**config.mk**
```make
export PLATFORM = sky130hd
export DESIGN_NAME = ex_stage
export DESIGN_NICKNAME = d
export VERILOG_FILES = /design/src/rtl/ex_pkg.sv /design/src/rtl/ex_mul_iter.sv /design/src/rtl/ex_stage.sv
export SDC_FILE = /design/constraint.sdc
export NUM_CORES = 1
export LEC_CHECK = 0
export ABC_AREA = 1
export BUFFER_PORTS_ARGS = -buffer_cell sky130_fd_sc_hd__buf_2
export CORE_UTILIZATION = 45
export CTS_BUF_LIST = sky130_fd_sc_hd__clkbuf_8
export CTS_CLUSTER_DIAMETER = 200
export CTS_CLUSTER_SIZE = 40
export DETAILED_ROUTE_END_ITERATION = 10
export GPL_TIMING_DRIVEN = 0
export PLACE_DENSITY = 0.68
export SLEW_MARGIN = 20
export SYNTH_ARGS = -nofsm -noshare
export SYNTH_HDL_FRONTEND = slang
export SYNTH_SLANG_ARGS = --single-unit
```
**constraint.sdc**
```tcl
create_clock -name clk -period 4.8 [get_ports clk]
set_input_delay 0.96 -clock clk [delete_from_list [all_inputs] [get_ports clk]]
set_output_delay 0.96 -clock clk [all_outputs]
set_load 0.03 [all_outputs]
```
**src/rtl/ex_pkg.sv**
```systemverilog
// Shared types and constants for the execute stage: ALU op encoding,
// one-hot forwarding selects, flag bit positions and default widths.
package ex_pkg;

   localparam int DATA_W_DEF = 16;
   localparam int REG_W_DEF  = 3;

   typedef enum logic [2:0] {
      OP_ADD = 3'd0,
      OP_SUB = 3'd1,
      OP_AND = 3'd2,
      OP_MVN = 3'd3,
      OP_MOV = 3'd4,
      OP_LSL = 3'd5,
      OP_LSR = 3'd6,
      OP_MUL = 3'd7
   } op_e;

   localparam logic [2:0] FWD_MEM = 3'b001;
   localparam logic [2:0] FWD_RF  = 3'b010;
   localparam logic [2:0] FWD_WB  = 3'b100;

   // mem_flags = {N, Z, V}
   localparam int FLAG_N = 2;
   localparam int FLAG_Z = 1;
   localparam int FLAG_V = 0;

endpackage

```
**src/rtl/ex_mul_iter.sv**
```systemverilog
// Iterative shift-add multiplier: operands captured on start, DATA_W
// iterations, done held high until abort; low DATA_W product bits.
module ex_mul_iter #(
   parameter int DATA_W = 16
) (
   input  logic              clk,
   input  logic              reset,
   input  logic              start,
   input  logic              abort,
   input  logic [DATA_W-1:0] a,
   input  logic [DATA_W-1:0] b,
   output logic              done,
   output logic [DATA_W-1:0] product
);
   localparam int CNT_W = $clog2(DATA_W + 1);
   localparam logic [CNT_W-1:0] CNT_LAST = CNT_W'(DATA_W);

   logic             run_p0;
   logic [CNT_W-1:0] cnt_p0;
   logic [DATA_W-1:0] acc_p0, mcand_p0, mplier_p0;

   // the first iteration is folded into the capture edge so done lands in
   // the DATA_W-th busy cycle
   always_ff @(posedge clk or negedge reset) begin
      if (!reset) begin
         run_p0 <= 1'b0;
         cnt_p0 <= '0;
      end else if (abort) begin
         run_p0 <= 1'b0;
         cnt_p0 <= '0;
      end else if (start) begin
         run_p0 <= 1'b1;
         cnt_p0 <= CNT_W'(1);
      end else if (run_p0 && cnt_p0 != CNT_LAST) begin
         cnt_p0 <= cnt_p0 + CNT_W'(1);
      end
   end

   always_ff @(posedge clk) begin
      if (start) begin
         acc_p0    <= b[0] ? a : '0;
         mcand_p0  <= a << 1;
         mplier_p0 <= b >> 1;
      end else if (run_p0 && cnt_p0 != CNT_LAST) begin
         acc_p0    <= acc_p0 + (mplier_p0[0] ? mcand_p0 : '0);
         mcand_p0  <= mcand_p0 << 1;
         mplier_p0 <= mplier_p0 >> 1;
      end
   end

   assign done    = run_p0 && (cnt_p0 == CNT_LAST);
   assign product = acc_p0;

endmodule

```
**src/rtl/ex_stage.sv**
```systemverilog
// Execute stage: ID/EX register, one-hot operand forwarding, ALU and EX/MEM
// register. Define EX_MUL_EN to build the iterative multiplier for MUL.
module ex_stage
   import ex_pkg::*;
#(
   parameter int DATA_W = DATA_W_DEF,
   parameter int REG_W  = REG_W_DEF
) (
   input  logic              clk,
   input  logic              reset,
   input  logic              in_valid,
   output logic              in_ready,
   input  logic [2:0]        id_op,
   input  logic [REG_W-1:0]  id_rm,
   input  logic [REG_W-1:0]  id_rn,
   input  logic [REG_W-1:0]  id_rd,
   input  logic [DATA_W-1:0] id_rm_val,
   input  logic [DATA_W-1:0] id_rn_val,
   input  logic [DATA_W-1:0] id_imm,
   input  logic              id_use_imm,
   input  logic              id_write_reg,
   input  logic              id_mem_read,
   input  logic              id_mem_write,
   input  logic              flush,
   output logic [REG_W-1:0]  ex_rm,
   output logic [REG_W-1:0]  ex_rn,
   input  logic [2:0]        Fwd_A,
   input  logic [2:0]        Fwd_B,
   input  logic [DATA_W-1:0] mem_fwd_data,
   input  logic [DATA_W-1:0] wb_fwd_data,
   input  logic              out_ready,
   output logic              mem_valid,
   output logic [DATA_W-1:0] mem_alu_out,
   output logic [DATA_W-1:0] mem_store_data,
   output logic [REG_W-1:0]  mem_rd,
   output logic              mem_write_reg,
   output logic              mem_mem_read,
   output logic              mem_mem_write,
   output logic [2:0]        mem_flags
);
   localparam int MSB = DATA_W - 1;

   function automatic logic [DATA_W-1:0] fwd_pick(input logic [2:0] sel,
      input logic [DATA_W-1:0] rf_val, input logic [DATA_W-1:0] mem_val,
      input logic [DATA_W-1:0] wb_val);
      case (sel)
         FWD_MEM: fwd_pick = mem_val;
         FWD_WB:  fwd_pick = wb_val;
         FWD_RF:  fwd_pick = rf_val;
         default: fwd_pick = rf_val;
      endcase
   endfunction

   // returns {V, result}; MUL falls to the default and yields zero
   function automatic logic [DATA_W:0] alu_eval(input op_e op,
      input logic signed [DATA_W-1:0] a, input logic signed [DATA_W-1:0] b);
      logic signed [DATA_W-1:0] r;
      logic v;
      r = '0;
      v = 1'b0;
      case (op)
         OP_ADD: begin
            r = a + b;
            v = (a[MSB] == b[MSB]) && (r[MSB] != a[MSB]);
         end
         OP_SUB: begin
            r = a - b;
            v = (a[MSB] != b[MSB]) && (r[MSB] != a[MSB]);
         end
         OP_AND:  r = a & b;
         OP_MVN:  r = ~b;
         OP_MOV:  r = b;
         OP_LSL:  r = a << b[3:0];
         OP_LSR:  r = a >> b[3:0];
         default: r = '0;
      endcase
      return {v, r};
   endfunction

   function automatic logic [2:0] flags_of(input logic [DATA_W-1:0] r, input logic v);
      logic [2:0] f;
      f = '0;
      f[FLAG_N] = r[MSB];
      f[FLAG_Z] = (r == '0);
      f[FLAG_V] = v;
      return f;
   endfunction

   logic              vld_p0, vld_p1;
   op_e               op_p0;
   logic [REG_W-1:0]  rm_p0, rn_p0, rd_p0;
   logic [DATA_W-1:0] rm_val_p0, rn_val_p0, imm_p0;
   logic              use_imm_p0, wr_p0, mrd_p0, mwr_p0;

   logic signed [DATA_W-1:0] opa, opb, opb_fwd;
   logic [DATA_W:0]   alu_out;
   logic [DATA_W-1:0] ex_result;
   logic              ex_wr, ex_done, is_mul, adv;

   assign opa     = fwd_pick(Fwd_A, rm_val_p0, mem_fwd_data, wb_fwd_data);
   assign opb_fwd = fwd_pick(Fwd_B, rn_val_p0, mem_fwd_data, wb_fwd_data);
   assign opb     = use_imm_p0 ? imm_p0 : opb_fwd;
   assign alu_out = alu_eval(op_p0, opa, opb);
   assign is_mul  = (op_p0 == OP_MUL);

`ifdef EX_MUL_EN
   typedef enum logic {S_IDLE, S_BUSY} mul_state_e;
   mul_state_e        state;
   logic              mul_start, mul_done;
   logic [DATA_W-1:0] mul_prod;

   assign mul_start = (state == S_IDLE) && vld_p0 && is_mul && !flush;

   ex_mul_iter #(.DATA_W(DATA_W)) u_mul (
      .clk     (clk),
      .reset   (reset),
      .start   (mul_start),
      .abort   (flush || ((state == S_BUSY) && adv)),
      .a       (opa),
      .b       (opb),
      .done    (mul_done),
      .product (mul_prod)
   );

   always_ff @(posedge clk or negedge reset) begin
      if (!reset) begin
         state <= S_IDLE;
      end else begin
         case (state)
            S_IDLE:  if (mul_start) state <= S_BUSY;
            S_BUSY:  if (flush || adv) state <= S_IDLE;
            default: state <= S_IDLE;
         endcase
      end
   end

   assign ex_done   = vld_p0 && (!is_mul || ((state == S_BUSY) && mul_done));
   assign ex_result = is_mul ? mul_prod : alu_out[DATA_W-1:0];
   assign ex_wr     = wr_p0;
`else
   assign ex_done   = vld_p0;
   assign ex_result = alu_out[DATA_W-1:0];
   assign ex_wr     = wr_p0 && !is_mul;
`endif

   assign adv      = ex_done && !flush && (!vld_p1 || out_ready);
   assign in_ready = !vld_p0 || (ex_done && (!vld_p1 || out_ready));
   assign ex_rm    = rm_p0;
   assign ex_rn    = rn_p0;

   // ID/EX boundary
   always_ff @(posedge clk or negedge reset) begin
      if (!reset) begin
         vld_p0     <= 1'b0;
         op_p0      <= OP_ADD;
         rm_p0      <= '0;
         rn_p0      <= '0;
         rd_p0      <= '0;
         use_imm_p0 <= 1'b0;
         wr_p0      <= 1'b0;
         mrd_p0     <= 1'b0;
         mwr_p0     <= 1'b0;
      end else if (flush) begin
         vld_p0 <= 1'b0;
      end else if (in_valid && in_ready) begin
         vld_p0     <= 1'b1;
         op_p0      <= op_e'(id_op);
         rm_p0      <= id_rm;
         rn_p0      <= id_rn;
         rd_p0      <= id_rd;
         use_imm_p0 <= id_use_imm;
         wr_p0      <= id_write_reg;
         mrd_p0     <= id_mem_read;
         mwr_p0     <= id_mem_write;
      end else if (adv) begin
         vld_p0 <= 1'b0;
      end
   end

   always_ff @(posedge clk) begin
      if (in_valid && in_ready && !flush) begin
         rm_val_p0 <= id_rm_val;
         rn_val_p0 <= id_rn_val;
         imm_p0    <= id_imm;
      end
   end

   // EX/MEM boundary
   always_ff @(posedge clk or negedge reset) begin
      if (!reset) begin
         vld_p1         <= 1'b0;
         mem_alu_out    <= '0;
         mem_store_data <= '0;
         mem_rd         <= '0;
         mem_write_reg  <= 1'b0;
         mem_mem_read   <= 1'b0;
         mem_mem_write  <= 1'b0;
         mem_flags      <= '0;
      end else if (adv) begin
         vld_p1         <= 1'b1;
         mem_alu_out    <= ex_result;
         mem_store_data <= opb_fwd;
         mem_rd         <= rd_p0;
         mem_write_reg  <= ex_wr;
         mem_mem_read   <= mrd_p0;
         mem_mem_write  <= mwr_p0;
         mem_flags      <= flags_of(ex_result, alu_out[DATA_W]);
      end else if (out_ready) begin
         vld_p1 <= 1'b0;
      end
   end

   assign mem_valid = vld_p1;

endmodule

```
==> summary.log <==
qor: timing.final-setup-viol-count 0
qor: timing.finalHoldViolCount 0
qor: floorplanning.floorplan.io_pins 156
qor: placement.port_buffers 155
qor: logic_synthesis.synth.top_cell.area_share 16.9%
qor: pwr.ir_drop 0.000226 V
qor: timing.finClkSkew 0.0200 ns
qor: placement.place.detailed.instances 1,643
qor: drt.avgRoutedWirePerCell 19.0 um
qor: critical_path.end_kind register
qor: pwr.static-leakage-power 0.00501 uW
qor: drt.vias 9,346
qor: logic_synthesis.synth_seq_cells 106
qor: logic_synthesis.syn_inst 1,253
qor: timing.final-max-slew-violation-count 0
qor: critical_path.start_kind input pin
qor: critical_path.worst-r2r-setup-slack 0.67 ns
qor: critical_path.data_required_time_at_the_worst_endpoint 5.13 ns
qor: logic_synthesis.synthXorXnorAreaFrac 0.408%
qor: final_layout.layout.cells.most_common nand2_1
qor: clocking.cts_tree built
qor: floorplanning.floorplan.rows 50
qor: timing.worst_slew_margin_rel 40.9%
qor: drt.post_drt_via_cell_ratio 5.63
qor: logic_synthesis.yosysSeqAreaShare 33.7%
qor: hold_path.hold_path.class register to register
qor: pwr.cellPowerDensity 361 nW/um^2
qor: critical_path.timing.critical_path.arrival 4.73 ns
qor: logic_synthesis.synthesis.area_per_instance 6.86 um^2
qor: logic_synthesis.netlist_top_cells_area dfrtp_1 (17%), edfxtp_1 (17%), nand2_1 (16%)
qor: timing.setup_tns 0 ns
qor: grt.largest_net_degree_at_the_start_of_global_routing 59
qor: floorplanning.core-area 18,700 um^2
qor: logic_synthesis.synthDistinctLibCells 44
qor: logic_synthesis.synth_fp_nets 1,395
qor: drt.antenna_violation_net_count_after_detailed_routing 0
qor: floorplanning.dieArea 19,600 um^2
qor: logic_synthesis.yosys.area_share.simple 40.6%
qor: pwr.total_power 3560 uW
qor: final_layout.finish.instance_area 9870 um^2
qor: logic_synthesis.synth_top_family_by_area simple AND/OR/NAND/NOR gates
qor: logic_synthesis.compound_gate_portion_of_the_synthesized_area 9.99%
qor: floorplanning.die-width 140 um
qor: critical_path.critical_path.max_fanout 10
qor: clocking.cts_root_buf clkbuf_8
qor: floorplanning.die_h 140 um
qor: grt.grt_first_pass_wirelength 49,300 um
qor: clocking.clk_path_buf_depth 2
qor: drt.route.detailed.drc 0
qor: final_layout.layout.nets 1,562
qor: final_layout.finish.cell_count_without_fillers 1,659
qor: grt.gr-usage-all-layers 33.2%
qor: clocking.cts_made_buffers 9
qor: drt.wl_final 31,600 um
qor: timing.worst_pin_slew 0.882 ns
qor: placement.gp_congestion 0.975
qor: timing.hold_slack 0.485 ns
qor: timing.post-route-period-util 91.6%
qor: clocking.clk_pin_slew 0.12 ns
qor: final_layout.post_route_cells_drive_above_1_share 19.3%
qor: final_layout.fillCellCount 1,893
qor: grt.grt_overflow_total 0
qor: final_layout.layout_common_cells nand2_1 (356), nand3_1 (211), buf_2 (172)
qor: placement.dpl_cell_area 9680 um^2
qor: timing.setup_repair_after_global_routing_missed_its_margin no
qor: clocking.clk_latency 0.38 ns
qor: timing.timing.fmax 0.227 GHz
qor: floorplanning.start_util 45.9%
qor: logic_synthesis.adder_cell_area_share_of_the_yosys_netlist 5.27%
qor: grt.first_global_vias 8,627
qor: logic_synthesis.yosys_warnings 0
qor: run.max-cap-violations 0
qor: drt.drt-initial-drc-count 1,019
qor: clocking.numClockSinks 106
qor: logic_synthesis.synth_mux_area_share 0%
qor: grt.antenna_violations_before_repair 0
qor: final_layout.area_growth 14.9%
qor: timing.period_minus_slack 4.40 ns
qor: logic_synthesis.synth.cell_area 8590 um^2
qor: drt.drt_pass1_iterations 6
qor: final_layout.antennaDiodeCount 0
qor: run_status.status finished, final reports clean
qor: logic_synthesis.synth_top_area_cell dfrtp_1
qor: clocking.ctsHtreeMaxLevel 3
qor: clocking.setup_fix_bufs_post_cts 0
qor: critical_path.critPathKind input pin to register
qor: placement.place.detailed.hpwl 25,600 um
[layer usage]
layer / routed length [um] / part of all wire [%] / vias to the layer above / global-route usage (%)
met5: 0 / 0 / - / 0
met4: 1150 / 3.6 / 0 / 12.7
met3: 2640 / 8.4 / 69 / 4.85
met2: 14300 / 45 / 479 / 52.3
met1: 13500 / 43 / 4326 / 46.0
li1: - / - / 4472 / -
[kinds of logic (layout without fill, tap and decap cells)]
group                    Yosys count  in the layout
AND/OR/NAND/NOR                  759            759
buffers and inverters            198            370
AO/OA/AOI/OAI                    151            151
flip-flops                       106            106
adder cells (fa/ha/maj)           35             35
XOR/XNOR                           4              4
[layout make-up]
class                      instances  area, um^2  share of cell area (%)
buffer                            51         315                    3.19
clock buffer                       9         124                    1.25
clock inverter                     7        58.8                   0.596
inverter                         147         552                    5.59
multi-input combinational        949        4840                    49.0
sequential                       106        2890                    29.3
tap                              234         293                    2.97
timing repair buffer             156         798                    8.09
[worst paths after layout]
kind / from / to / cells after the start
max: Fwd_B[0] / mem_flags[1] / 27
min reg2reg: ex_rm[0] / ex_rm[0] / 2
max in group asynchronous: reset / mem_store_data[5] / 1
min: ex_rm[0] / ex_rm[0] / 2
max reg2reg: use_imm_p0 / mem_flags[1] / 22
min in group asynchronous: reset / op_p0[1] / 1
[cell usage after synthesis]
cell type / instances
o21bai_1: 4
edfxtp_1: 48
nand3_2: 16
or2_2: 9
a211oi_1: 1
a21boi_2: 1
nor4_1: 2
o21ai_1: 5
a31oi_1: 19
buf_2: 17
ha_1: 33
o22ai_1: 2
buf_4: 8
nand2_1: 356
nand4_1: 15
o2111ai_1: 3
inv_1: 134
and2_1: 1
nor3_1: 13
nor2_2: 12
fa_1: 2
buf_12: 3
o21bai_4: 1
nand3_4: 3
inv_2: 9
buf_1: 2
xor2_1: 4
o211ai_1: 7
clkbuf_1: 18
o31ai_1: 2
nor2_1: 103
nor2_4: 10
o21ai_2: 1
nand3_1: 211
a21oi_1: 53
nor3_2: 2
dfrtp_1: 58
clkinv_1: 4
o21ai_0: 50
nand2_4: 3
nand2_2: 3
buf_6: 3
a21boi_0: 1
a41oi_1: 1
[power by group]
part           internal [uW]  switching [uW]  leakage (uW)  total [uW]
logic                    552            1290       0.00376        1850
clock network            200             351     0.0000998         552
registers               1080            83.1       0.00115        1170
total                   1830            1730       0.00501        3560
[repair_timing]
item,CTS,global route
resized for setup,0,2
setup endpoints to repair,0,1
hold buffers,0,0
[through the flow]
step	util, %	setup WS, ns
after detailed placement	51.8	-0.0890
after global routing	52.8	0.0206
after CTS	52.7	0.307
after floorplan	-	1.09
after global placement	51.6	-0.102
final	52.8	0.401
[critical path: stages]
cell and delay, ns:
buf_2 0.13, nor2_2 0.14, nand2_2 0.14, nand3_1 0.11
nand3_1 0.17, o21ai_2 0.23, buf_4 0.24, buf_2 0.27
ha_1 0.26, buf_2 0.18, inv_1 0.15, nor2_1 0.06
nand2_1 0.06, nand2_1 0.13, nand2_1 0.09, nand3_1 0.14
o21ai_0 0.20, a21oi_1 0.10, nor2_1 0.11, nand2_1 0.05
nor2_1 0.11, nand3_1 0.11, nor2_1 0.20, nand3_1 0.10
nor2_1 0.11, nand3_1 0.07, nand2_1 0.06
(Power assumes the default switching activity.)
